<file path="config.mk">
export PLATFORM = sky130hd
export DESIGN_NAME = bvugt_bvor_skolem_seq
export DESIGN_NICKNAME = d
export VERILOG_FILES = /design/src/rtl/bvugt_bvor_skolem_seq.sv
export SDC_FILE = /design/constraint.sdc
export NUM_CORES = 1
export LEC_CHECK = 0
export ABC_CLOCK_PERIOD_IN_PS = 2009
export CAP_MARGIN = 20
export CORE_MARGIN = 10
export CORE_UTILIZATION = 53
export CTS_BUF_LIST = sky130_fd_sc_hd__clkbuf_8
export CTS_CLUSTER_SIZE = 16
export DETAILED_ROUTE_END_ITERATION = 10
export PLACE_DENSITY = 0.92
export SYNTH_ARGS = -nofsm -noshare
export SYNTH_HDL_FRONTEND = slang
export SYNTH_SLANG_ARGS = --single-unit
</file>
<file path="constraint.sdc">
create_clock -name clk -period 2.01 [get_ports clk]
set_clock_uncertainty 0.15 [all_clocks]
set_input_delay 0.5025 -clock clk [delete_from_list [all_inputs] [get_ports clk]]
set_output_delay 0.5025 -clock clk [all_outputs]
set_load 0.1 [all_outputs]
</file>
<file path="src/rtl/bvugt_bvor_skolem_seq.sv">
// Skolem witness generator for (x | s) >u t: reports ic = (t != all-ones) and
// returns either the unsigned-minimal x (bit-serial, MSB first) or all-ones.
module bvugt_bvor_skolem_seq #(
   parameter int W  = 8,
   parameter int CW = 4
) (
   input  logic         clk,
   input  logic         rst_n,
   input  logic         in_valid,
   output logic         in_ready,
   input  logic [W-1:0] in_s,
   input  logic [W-1:0] in_t,
   input  logic         in_mode,
   output logic         out_valid,
   input  logic         out_ready,
   output logic [W-1:0] out_x,
   output logic         out_ic
);

   typedef enum logic [1:0] {IDLE, RUN, DONE} state_t;

   state_t        state_reg, state_next;
   logic [W-1:0]  s_reg, s_next;
   logic [W-1:0]  t_reg, t_next;
   logic [W-1:0]  x_reg, x_next;
   logic          ic_reg, ic_next;
   logic          gt_reg, gt_next;
   logic [CW-1:0] idx_reg, idx_next;

   // tz_vec[i] = 1 iff t has a zero somewhere strictly below bit i
   logic [W-1:0]  tz_vec;
   assign tz_vec[0] = 1'b0;
   generate
      for (genvar gi = 1; gi < W; gi++) begin : g_tz
         assign tz_vec[gi] = ~&t_reg[gi-1:0];
      end
   endgenerate

   logic [W-1:0] s_sh, t_sh, tz_sh;
   logic         s_bit, t_bit, tz_bit, x_bit;

   always_comb begin
      s_sh   = s_reg >> idx_reg;
      t_sh   = t_reg >> idx_reg;
      tz_sh  = tz_vec >> idx_reg;
      s_bit  = s_sh[0];
      t_bit  = t_sh[0];
      tz_bit = tz_sh[0];
   end

   always_comb begin
      state_next = state_reg;
      s_next     = s_reg;
      t_next     = t_reg;
      x_next     = x_reg;
      ic_next    = ic_reg;
      gt_next    = gt_reg;
      idx_next   = idx_reg;
      x_bit      = 1'b0;

      case (state_reg)
         IDLE: begin
            if (in_valid) begin
               s_next   = in_s;
               t_next   = in_t;
               ic_next  = ~&in_t;
               gt_next  = 1'b0;
               idx_next = CW'(W - 1);
               if (&in_t) begin
                  x_next     = '0;
                  state_next = DONE;
               end else if (in_mode) begin
                  x_next     = '1;
                  state_next = DONE;
               end else begin
                  x_next     = '0;
                  state_next = RUN;
               end
            end
         end
         RUN: begin
            // Once strictly greater, every remaining bit stays 0 for minimality
            if (gt_reg) begin
               x_bit = 1'b0;
            end else if (s_bit && !t_bit) begin
               x_bit   = 1'b0;
               gt_next = 1'b1;
            end else if (s_bit && t_bit) begin
               x_bit = 1'b0;
            end else if (!s_bit && t_bit) begin
               x_bit = 1'b1;
            end else if (tz_bit) begin
               x_bit = 1'b0;
            end else begin
               x_bit   = 1'b1;
               gt_next = 1'b1;
            end
            x_next = x_reg | ({{(W-1){1'b0}}, x_bit} << idx_reg);
            if (idx_reg == '0) begin
               state_next = DONE;
            end else begin
               idx_next = idx_reg - 1'b1;
            end
         end
         DONE: begin
            if (out_ready) begin
               state_next = IDLE;
            end
         end
         default: state_next = IDLE;
      endcase
   end

   always_ff @(posedge clk) begin
      if (!rst_n) begin
         state_reg <= IDLE;
         s_reg     <= '0;
         t_reg     <= '0;
         x_reg     <= '0;
         ic_reg    <= 1'b0;
         gt_reg    <= 1'b0;
         idx_reg   <= '0;
      end else begin
         state_reg <= state_next;
         s_reg     <= s_next;
         t_reg     <= t_next;
         x_reg     <= x_next;
         ic_reg    <= ic_next;
         gt_reg    <= gt_next;
         idx_reg   <= idx_next;
      end
   end

   // A minimal-witness run must finish strictly above t
   always_ff @(posedge clk) begin
      if (rst_n && state_reg == RUN && idx_reg == '0) begin
         assert (gt_next);
      end
   end

   assign in_ready  = (state_reg == IDLE);
   assign out_valid = (state_reg == DONE);
   assign out_x     = x_reg;
   assign out_ic    = ic_reg;

endmodule

</file>
; ---- Word level (Yosys, flattened, before mapping)
; Index checks and enable logic that the tools add are counted.
[totals]
output_inout_bits = 11
word_cells = 71
input_bits = 21
regBits = 32
[op_classes]
n_mux = 25
bitwise_logic = 1
n_reduce_logical = 27
n_eq_ne = 6
add_sub_neg = 1
shifts = 4
[op_table]
columns = op, n
row1 = $mux W8, 3
row2 = $shr A8 B4 Y1, 3
row3 = $pmux W8 S2, 1
row4 = $mux W1, 11
row5 = $logic_not A1 Y1, 10
row6 = $mux W2, 5
row7 = $reduce_and A3 Y1, 3
row8 = $mux W4, 2
row9 = $or A8 B8 Y8, 1
row10 = $pmux W4 S2, 1
row11 = $reduce_and A8 Y1, 1
row12 = $shl A1 B4 Y8, 1
row13 = $reduce_and A7 Y1, 1
row14 = $ne A2 B2 Y1 const B, 3
row15 = $pmux W2 S3, 1
row16 = $reduce_and A2 Y1, 3
row17 = $reduce_and A6 Y1, 1
row18 = $reduce_and A5 Y1, 1
row19 = $logic_not A4 Y1, 1
row20 = $reduce_and A4 Y1, 1
row21 = $sub A4 B1 Y4 const B, 1
row22 = $logic_and A1 B1 Y1, 3
row23 = $eq A2 B1 Y1 const B, 1
row24 = $eq A2 B2 Y1 const B, 1
row25 = 4 further kinds, 4

; ---- Longest topological paths before layout
; Gate-level depths: netlist of the first run.
[logic_depth]
ltp_word = 12
depth_mapped = 7
depth_no_buf = 6

; ---- Worst setup path before layout of the first run
; OpenSTA, ideal clock, no wires.
[synth_timing]
path_kind = reg-to-reg
start = register state_reg[0]
end = register x_reg[5] (netlist: out_x[5])
setup_ns = 0.116
period_less_slack_ns = 2.927
arrival_ns = 2.661
stages_incl_launch_ff = 7
n_path_buf = 1
required_time_ns = 1.744
setup_slack_ns = -0.917
path_cell_list = dfxtp_1 -> nor2_1 -> nand2_1 -> clkbuf_1 -> nand2_1 -> a21oi_1 -> a31o_1
[synth_between]
elab_chain_cells = 3
word_cells_on_any_way = 6
cone_classes = eq/ne: 2 / mux: 1 / reduce/logical: 3
[synth_lines]
columns = item, line_no
row1 = start: declaration, 22  ; state_t state_reg, state_next;
row2 = start signal: assignment, 124  ; state_reg <= state_next;
row3 = $logic_not A2 Y1 (*), n/a
row4 = via in_ready, 10  ; output logic in_ready,
row5 = $ne A2 B2 Y1 (no line) / $reduce_bool A2 Y1 (equally long branches), n/a
row6 = $reduce_and A2 Y1 (no line), n/a
row7 = end signal: assignment, 127  ; x_reg <= x_next;
row8 = end: declaration, 25  ; logic [W-1:0] x_reg, x_next;
; The timed path passes the listed nets; every way through them passes the cells marked *.
; A chain may end at the register's enable or synchronous reset.

; ---- Worst setup path after layout of the first run
[layout_timing]
start = register state_reg[1]
end = output out_valid
[layout_between]
elab_chain_cells = 1
[layout_lines]
columns = item, line_no
row1 = $eq A2 B2 Y1, 142  ; assign out_valid = (state_reg == DONE);
row2 = end: declaration, 14  ; output logic out_valid,
; No other way between the ends.

==> results of run 1 <==
==> metrics by stage <==
| stage | utilization [%] | worst slack [ns] |
|---|---|---|
| after floorplan | - | 0.0370 |
| after global placement | 74.9 | -0.0908 |
| after detailed placement | 74.9 | -0.116 |
| after CTS | 78.1 | 0.0907 |
| after global routing | 78.2 | 0.0280 |
| final | 78.2 | 0.107 |
==> layout by cell type, fill, tap and decap left out, types with 8 or more instances in the layout <==
cell type and count:
nand2_1 45, dfxtp_1 31, a21oi_1 26, clkdlybuf4s50_1 20, buf_4 13, buf_12 12
nor2_1 10, mux2i_1 8
==> how the worst min path moves through the flow <==
stage | startpoint | endpoint | slack (ns) | depth (start not counted)
after floorplan | s_reg[0] | s_reg[0] | 0.29 | 2
after global placement | s_reg[3] | s_reg[3] | 0.29 | 2
after detailed placement | s_reg[4] | s_reg[4] | 0.30 | 2
after CTS | s_reg[4] | s_reg[4] | 0.31 | 2
after global routing | s_reg[1] | s_reg[1] | 0.32 | 2
final | t_reg[7] | t_reg[7] | 0.30 | 2
==> repair_timing <==
| action | in CTS | in global routing |
|---|---|---|
| resized for setup | 0 | 1 |
| setup buffers | 0 | 0 |
| setup endpoints to repair | 0 | 3 |
==> cells by family (layout without fill, tap and decap cells) <==
| group | after synthesis | in the layout | share of synthesized area [%] |
|---|---|---|---|
| simple gates | 85 | 85 | 26.0 |
| buf+inv | 17 | 58 | 5.08 |
| xor+xnor | 2 | 2 | 1.11 |
| flops | 32 | 32 | 40.6 |
| fa+ha+maj | 1 | 1 | 0.794 |
| compound gates | 49 | 49 | 21.3 |
| mux | 8 | 8 | 5.08 |
==> area by class of cell <==
cell class                      instances  area (um^2)
Clock buffer                            6         82.6
Clock inverter                          2         7.51
Fill cell                             184          612
Inverter                                5         18.8
Multi-Input combinational cell        145          866
Sequential cell                        32          642
Tap cell                               31         38.8
Timing Repair Buffer                   45          538
==> power by group <==
group | switching, uW | total, uW | internal (uW)
combinational | 347 | 595 | 247
sequential | 59.0 | 746 | 687
clock | 232 | 501 | 269
==> tightest hold or removal path: cells and delay by family, from the launching register on <==
family / cells / cell delay (ns)
and+or+nand+nor: 1 / 0.05
DFF: 1 / 0.31
AOI/OAI and AO/OA: 1 / 0.05
==> routing by layer <==
metal	vias up	global-route usage [%]	wire [um]
li1	767	-	-
met1	719	16.4	1660
met2	63	25.0	2050
met3	8	6.12	275
met4	0	6.93	64
met5	-	0	0
==> run metrics, run 1 <==
pin count of the biggest net entering global routing=18; drt via density=around 6; initial antenna violation count=0; # IOs=32; average size of a mapped cell=8.13 um^2; Fin Setup TNS=0 ns; Synth async-reset ratio=0%; Peak VDD IR=0.000580 V; Stages on worst setup path=3; R2R Path End=out_x[2]; Most used DFF post-synth=dfxtp_1; Worst setup endpoint=out_valid; CP Max Fanout=5; die height=~75 um; Max Freq=526 MHz; Reg2Reg Setup Slack=0.19 ns; post-synthesis sequential area ratio=40.6%; CP Launch Type=flip-flop; Area growth syn-to-layout=39.1%; Mapped Area=1580 um^2; CTS root buffer=clkbuf_8; top post-synthesis cells by area=dfxtp_1, nand2_1, a21oi_1, mux2i_1, nor2_1; Num CTS Buffers=5; CTS clk-pin slew, worst paths=around 0.06 ns; area of the core=about 2800 um^2; average wire per standard cell=15.2 um; type of the worst setup path=flip-flop to primary output; FF-to-FF Start=idx_reg[2]; share of the synthesized area in the top cell type=40.6%; slew margin rel.=75.9%; Synth Instances=194; ant diodes=0; Commonest cells post-synth=nand2_1, dfxtp_1, a21oi_1, nor2_1, mux2i_1; Rows=19; number of flops mapped to enable cells by yosys=0; Clock Latency Late Sink=slightly below 0.3 ns; area leader, netlist=dfxtp_1; final non-filler cell total=about 270; Final nets=between 200 and 300; crit path DAT=1.25 ns; post-synthesis cell type count=47; routability cong.=0.846; Hold Buf Count CTS=0; TritonRoute pass-1 iters=5; endpoints failing hold=0; DR vias=1,557; die area=5560 um^2; Worst path top cell family by delay=flip-flops; Critical path buffers and inverters=2; Reg2Reg Depth=5; first-pass GRT wire length=6490 um; Routed Wire Length=4040 um; Pleak=0.000859 uW; cell area after layout=2190 um^2; Yosys warnings=0; Fin Hold WS=0.302 ns; vias in the first global route=1,447; Power, Total=1840 uW; slowest CP cell=dfxtp_1; H-tree depth=2; Tcrit/Tclk final=94.7%; worst hold path class=flip-flop to flip-flop; crit path launch=state_reg[1]; Net Count, Synth=216; element type at the critical path end=primary output; gr ovfl total=0; worst-path cell chain=inv_1 -> nor2_2 -> buf_12; Cells after DPL=258; Total GRT Usage=15.0%; CTS tree=yes; maxcap violations=0; PwrDens=839 nW/um^2; post-DP HPWL=3000 um; RSZ-0062 raised after global routing=no; status=complete, no violations; endpoints failing setup=0; Slew Viols, Final=0; Chip Width=74.5 um; IO buf count=31; Initial Util=56.2%; CTS Sinks=32; minimum clock period=roughly 1.9 ns; Required @ worst endpoint=roughly 1.4 ns; count leader, synth=nand2_1; share of layout cells above drive strength 1=20.0%; Worst Max-Slew Pin Slew=0.362 ns; register bit total from synthesis=32; Routed Antenna Nets=0; maximum root-to-sink buffer count=2; Crit path largest cell delay=approximately 0.44 ns; drt drc=0; DP Area=2100 um^2; drt initial violations=133
(Power assumes the default switching activity.)
==> run 2: changes to the inputs <==
Settings changed: ABC_CLOCK_PERIOD_IN_PS 2009 to 2400, CORE_UTILIZATION 53 to 65, DONT_BUFFER_PORTS set to 1, PLACE_DENSITY 0.92 to 0.91.
Clock period 2.01 ns to 2.4 ns, I/O delays scaled along.
==> run 2 against run 1 <==
Against the previous run:
- die area shrank 14%
- clock power shrank 17%
- non-clock buffer count shrank 30
- wire length grew 5.4%
- sequential power shrank 16%
- utilization shrank 0.22 points
- final cell count shrank 12%
- critical path type is now flip-flop to flip-flop
- largest cell class unchanged
==> run metrics, run 2 (synthesis gave the netlist of run 1 again) <==
gr ovfl total=0; endpoints failing hold=0; hold depth=2; met3 Track Usage GR=7.56%; footprint of the multi-input gates=861 um^2; die height=69.3 um; CTS tree=yes; worst-path cell chain=inv_1 -> ha_1 -> a21oi_2 -> nand3b_1 -> xor2_1 -> nor3_1; Initial Util=69.9%; CP Launch Type=flip-flop; H-tree depth=2; area of the core=2250 um^2; drt via density=6.59; Required @ worst endpoint=2.47 ns; share of layout cells above drive strength 1=~18%; CTS Sinks=32; Area growth syn-to-layout=11.5%; Max Freq=between 400 and 500 MHz; pin count of the biggest net entering global routing=22; setup slack at placement=0.311 ns; leading cell type in the layout, fill and taps excluded=nand2_1; Seq. cell area=641 um^2; minimum clock period=2.14 ns; commonest non-fill, non-tap cells in the layout=nand2_1, dfxtp_1, a21oi_1; RSZ-0062 raised after global routing=no; CTS clk-pin slew, worst paths=0.07 ns; crit path DAT=2.21 ns; Peak VDD IR=0.000547 V; ant diodes=0; TritonRoute pass-1 iters=6; met2 track demand over resource=between 20% and 30%; Worst path top cell family by delay=flip-flops; IO buf count=0; Clock Latency Late Sink=0.29 ns; CTS root buffer=clkbuf_8; DR vias=1,536; maxcap violations=0; first-pass GRT wire length=7160 um; PwrDens=816 nW/um^2; type of the worst setup path=flip-flop to flip-flop; post-DP HPWL=3020 um; routability cong.=~1.0; met1 Use GR=between 10% and 20%; final core utilization=~80%; Tcrit/Tclk final=89.3%; drt drc=0; Slew Viols, Final=0; Final WS setup=around 0.26 ns; post-cts resize count=0; Routed Wire Length=4260 um; # IOs=32; initial antenna violation count=0; die area=4800 um^2; Final nets=between 200 and 250; CP Max Fanout=14; vias in the first global route=1,554; Crit path largest cell delay=between 0.6 and 0.7 ns; Reg2Reg Depth=6; Worst Max-Slew Pin Slew=0.589 ns; Hold Buf Count CTS=0; Pleak=0.000687 uW; endpoints failing setup=0; Fin Setup TNS=0 ns; Critical path buffers and inverters=1; Rows=17; status=complete, no violations; Chip Width=69.3 um; Fill cells=~160; drt initial violations=120; Num CTS Buffers=5; Stages on worst setup path=6; post-CTS setup repair buffer count=0; Fin Hold WS=between 0.2 and 0.3 ns; busiest grt layer=met2; element type at the critical path end=flip-flop; slowest CP cell=dfxtp_1; Total GRT Usage=17.4%; Routed Antenna Nets=0; slew margin rel.=60.7%; worst hold path class=input port to flip-flop; average wire per standard cell=about 18 um; maximum root-to-sink buffer count=2
==> run 2: worst register-to-register path, cell delays in order, from the launching register on <==
cell and delay, ns:
dfxtp_1 0.69, inv_1 0.18, ha_1 0.26, a21oi_2 0.36, nand3b_1 0.15, xor2_1 0.16
nor3_1 0.12
==> run 2: power breakdown <==
part           internal [uW]  switching [uW]  leakage [uW]
clock                    225             193     0.0000538
sequential               574            52.2      0.000263
combinational            118             272      0.000369
==> run 2: worst paths after layout <==
check	from	endpoint	slack, ns
max	idx_reg[1]	idx_reg[3]	0.26
max reg2reg	idx_reg[1]	idx_reg[3]	0.26
min reg2reg	s_reg[1]	s_reg[1]	0.31
min	in_s[1]	s_reg[1]	0.29
==> run 2: metal layers <==
metal | vias to the layer above | share of wire [%]
li1 | 706 | -
met1 | 697 | 37
met2 | 104 | 47
met3 | 29 | 11
met4 | 0 | 4.9
met5 | - | 0
==> run 2: cell type report <==
type                    instances  area share, %
clock inverters                 2          0.427
repair buffers                 15           6.41
inverters                       5           1.07
well taps                      28           1.99
clock buffers                   6           4.70
flip-flops and latches         32           36.4
multi-input cells             145           49.0
==> run 2: metrics by stage <==
stage	power [uW]	area (um^2)	instances
final	1430	1760	233
after global routing	1490	1760	233
after CTS	1430	1760	233
after detailed placement	1020	1670	225
after global placement	1000	1670	225
after floorplan	942	1580	194
==> run 3: changes to the inputs <==
Settings changed: PLACE_DENSITY 0.91 to 0.81.
==> run 3 against run 2 <==
Against the previous run:
- first-iteration DRC count up 27%
- non-clock buffer count did not move
- final cell count unchanged
- critical path depth unchanged
- register-to-register slack improved by 0.02 ns
- power is 1.4% lower
- setup slack better by 0.018 ns
- via count fell by 7.9%
- maximum frequency up 0.84%
==> run metrics, run 3 (synthesis gave the netlist of run 1 again) <==
Chip Width=69.3 um; Final WS setup=0.274 ns; endpoints failing setup=0; worst hold path class=input port to flip-flop; slowest CP cell=dfxtp_1; Max Freq=470 MHz; average wire per standard cell=16.1 um; clock share of power=between 20% and 30%; status=complete, no violations; TritonRoute pass-1 iters=4; post-DP HPWL=2740 um; routability cong.=0.947; CTS tree=yes; DR vias=1,414; gr ovfl total=0; Area growth syn-to-layout=11.5%; PwrDens=804 nW/um^2; die area=4800 um^2; CTS Sinks=32; crit path DAT=2.18 ns; drt via density=6.07; element type at the critical path end=flip-flop; CP Launch Type=flip-flop; initial antenna violation count=0; area of the core=2250 um^2; drt initial violations=152; Tcrit/Tclk final=about nine tenths; pin count of the biggest net entering global routing=22; Rows=17; Switch Pwr=496 uW; setup slack at placement=0.326 ns; Pint=~920 uW; Clock Latency Late Sink=around 0.28 ns; sequential share of power=between 40 and 50%; Crit path largest cell delay=around 0.7 ns; Fin Setup TNS=0 ns; Worst Max-Slew Pin Slew=roughly 0.59 ns; met2 track demand over resource=25.7%; Peak VDD IR=0.000531 V; post-cts resize count=0; post-CTS setup repair buffer count=0; Seq. cell area=641 um^2; CP Max Fanout=14; Total GRT Usage=15.8%; drt drc=0; die height=slightly below 70 um; type of the worst setup path=flip-flop to flip-flop; Reg2Reg Depth=6; RSZ-0062 raised after global routing=no; busiest grt layer=met2; Num CTS Buffers=5; Cells after DPL=225; footprint of the multi-input gates=861 um^2; maximum root-to-sink buffer count=2; worst-path cell chain=inv_1 -> ha_1 -> a21oi_2 -> nand3b_1 -> xor2_1 -> nor3_1; final non-filler cell total=about 230; Routed Wire Length=3750 um; Fill cells=173; CTS clk-pin slew, worst paths=0.06 ns; hold depth=1; met3 Track Usage GR=5.71%; met1 Use GR=a little under a fifth; ant diodes=0; Initial Util=between 60% and 70%; Hold Buf Count CTS=0; Slew Viols, Final=0; slew margin rel.=60.6%; Combinational Power Share=approximately 27%; minimum clock period=2.13 ns; # IOs=32; vias in the first global route=1,404; switching part of the total=35.1%; Pleak=0.000687 uW; endpoints failing hold=0; maxcap violations=0; Worst path top cell family by delay=flip-flops; first-pass GRT wire length=6620 um; share of layout cells above drive strength 1=17.6%; CTS root buffer=clkbuf_8; Final nets=226; H-tree depth=2; leading cell type in the layout, fill and taps excluded=nand2_1; IO buf count=0; Stages on worst setup path=6; Required @ worst endpoint=2.45 ns; Routed Antenna Nets=0; commonest non-fill, non-tap cells in the layout=nand2_1, dfxtp_1, a21oi_1; Critical path buffers and inverters=1
run 3: per-stage QoR:
| step | total power (uW) | hold slack (ns) | cell area [um^2] | utilization [%] |
|---|---|---|---|---|
| finish | 1410 | 0.304 | 1760 | 78.0 |
| global route | 1490 | 0.298 | 1760 | 78.0 |
| CTS | 1420 | 0.302 | 1760 | 78.0 |
| detailed placement | 1010 | 0.298 | 1670 | 74.0 |
| global placement | 1000 | 0.293 | 1670 | 74.0 |
| floorplan | 942 | 0.286 | 1580 | - |
run 3: worst paths after layout:
check / startpoint / endpoint / slack [ns]
max: idx_reg[1] / idx_reg[3] / 0.27
max reg2reg: idx_reg[1] / idx_reg[3] / 0.27
min: rst_n / idx_reg[1] / 0.30
min reg2reg: s_reg[1] / s_reg[1] / 0.31
run 3: metal layers:
metal	wire, um	vias up
met3	381	5
met4	16	0
met1	1600	633
li1	-	705
met2	1750	71
met5	0	-
run 3: cell type report:
| cell class | count | share of cell area, % |
|---|---|---|
| Clock buffer | 6 | 4.70 |
| Clock inverter | 2 | 0.427 |
| Inverter | 5 | 1.07 |
| Multi-Input combinational cell | 145 | 49.0 |
| Sequential cell | 32 | 36.4 |
| Tap cell | 28 | 1.99 |
| Timing Repair Buffer | 15 | 6.41 |
run 3: power groups by stage:
stage	clock network (uW)	registers [uW]	logic (uW)
floorplan	0	701	241
global placement	0	634	367
detailed placement	0	636	375
CTS	413	625	378
global route	444	633	409
finish	409	626	379
run 3: worst reg2reg max path, cell delays in order, from the launching register on:
cell and delay, ns:
dfxtp_1 0.70, inv_1 0.18, ha_1 0.26, a21oi_2 0.32
nand3b_1 0.16, xor2_1 0.16, nor3_1 0.13
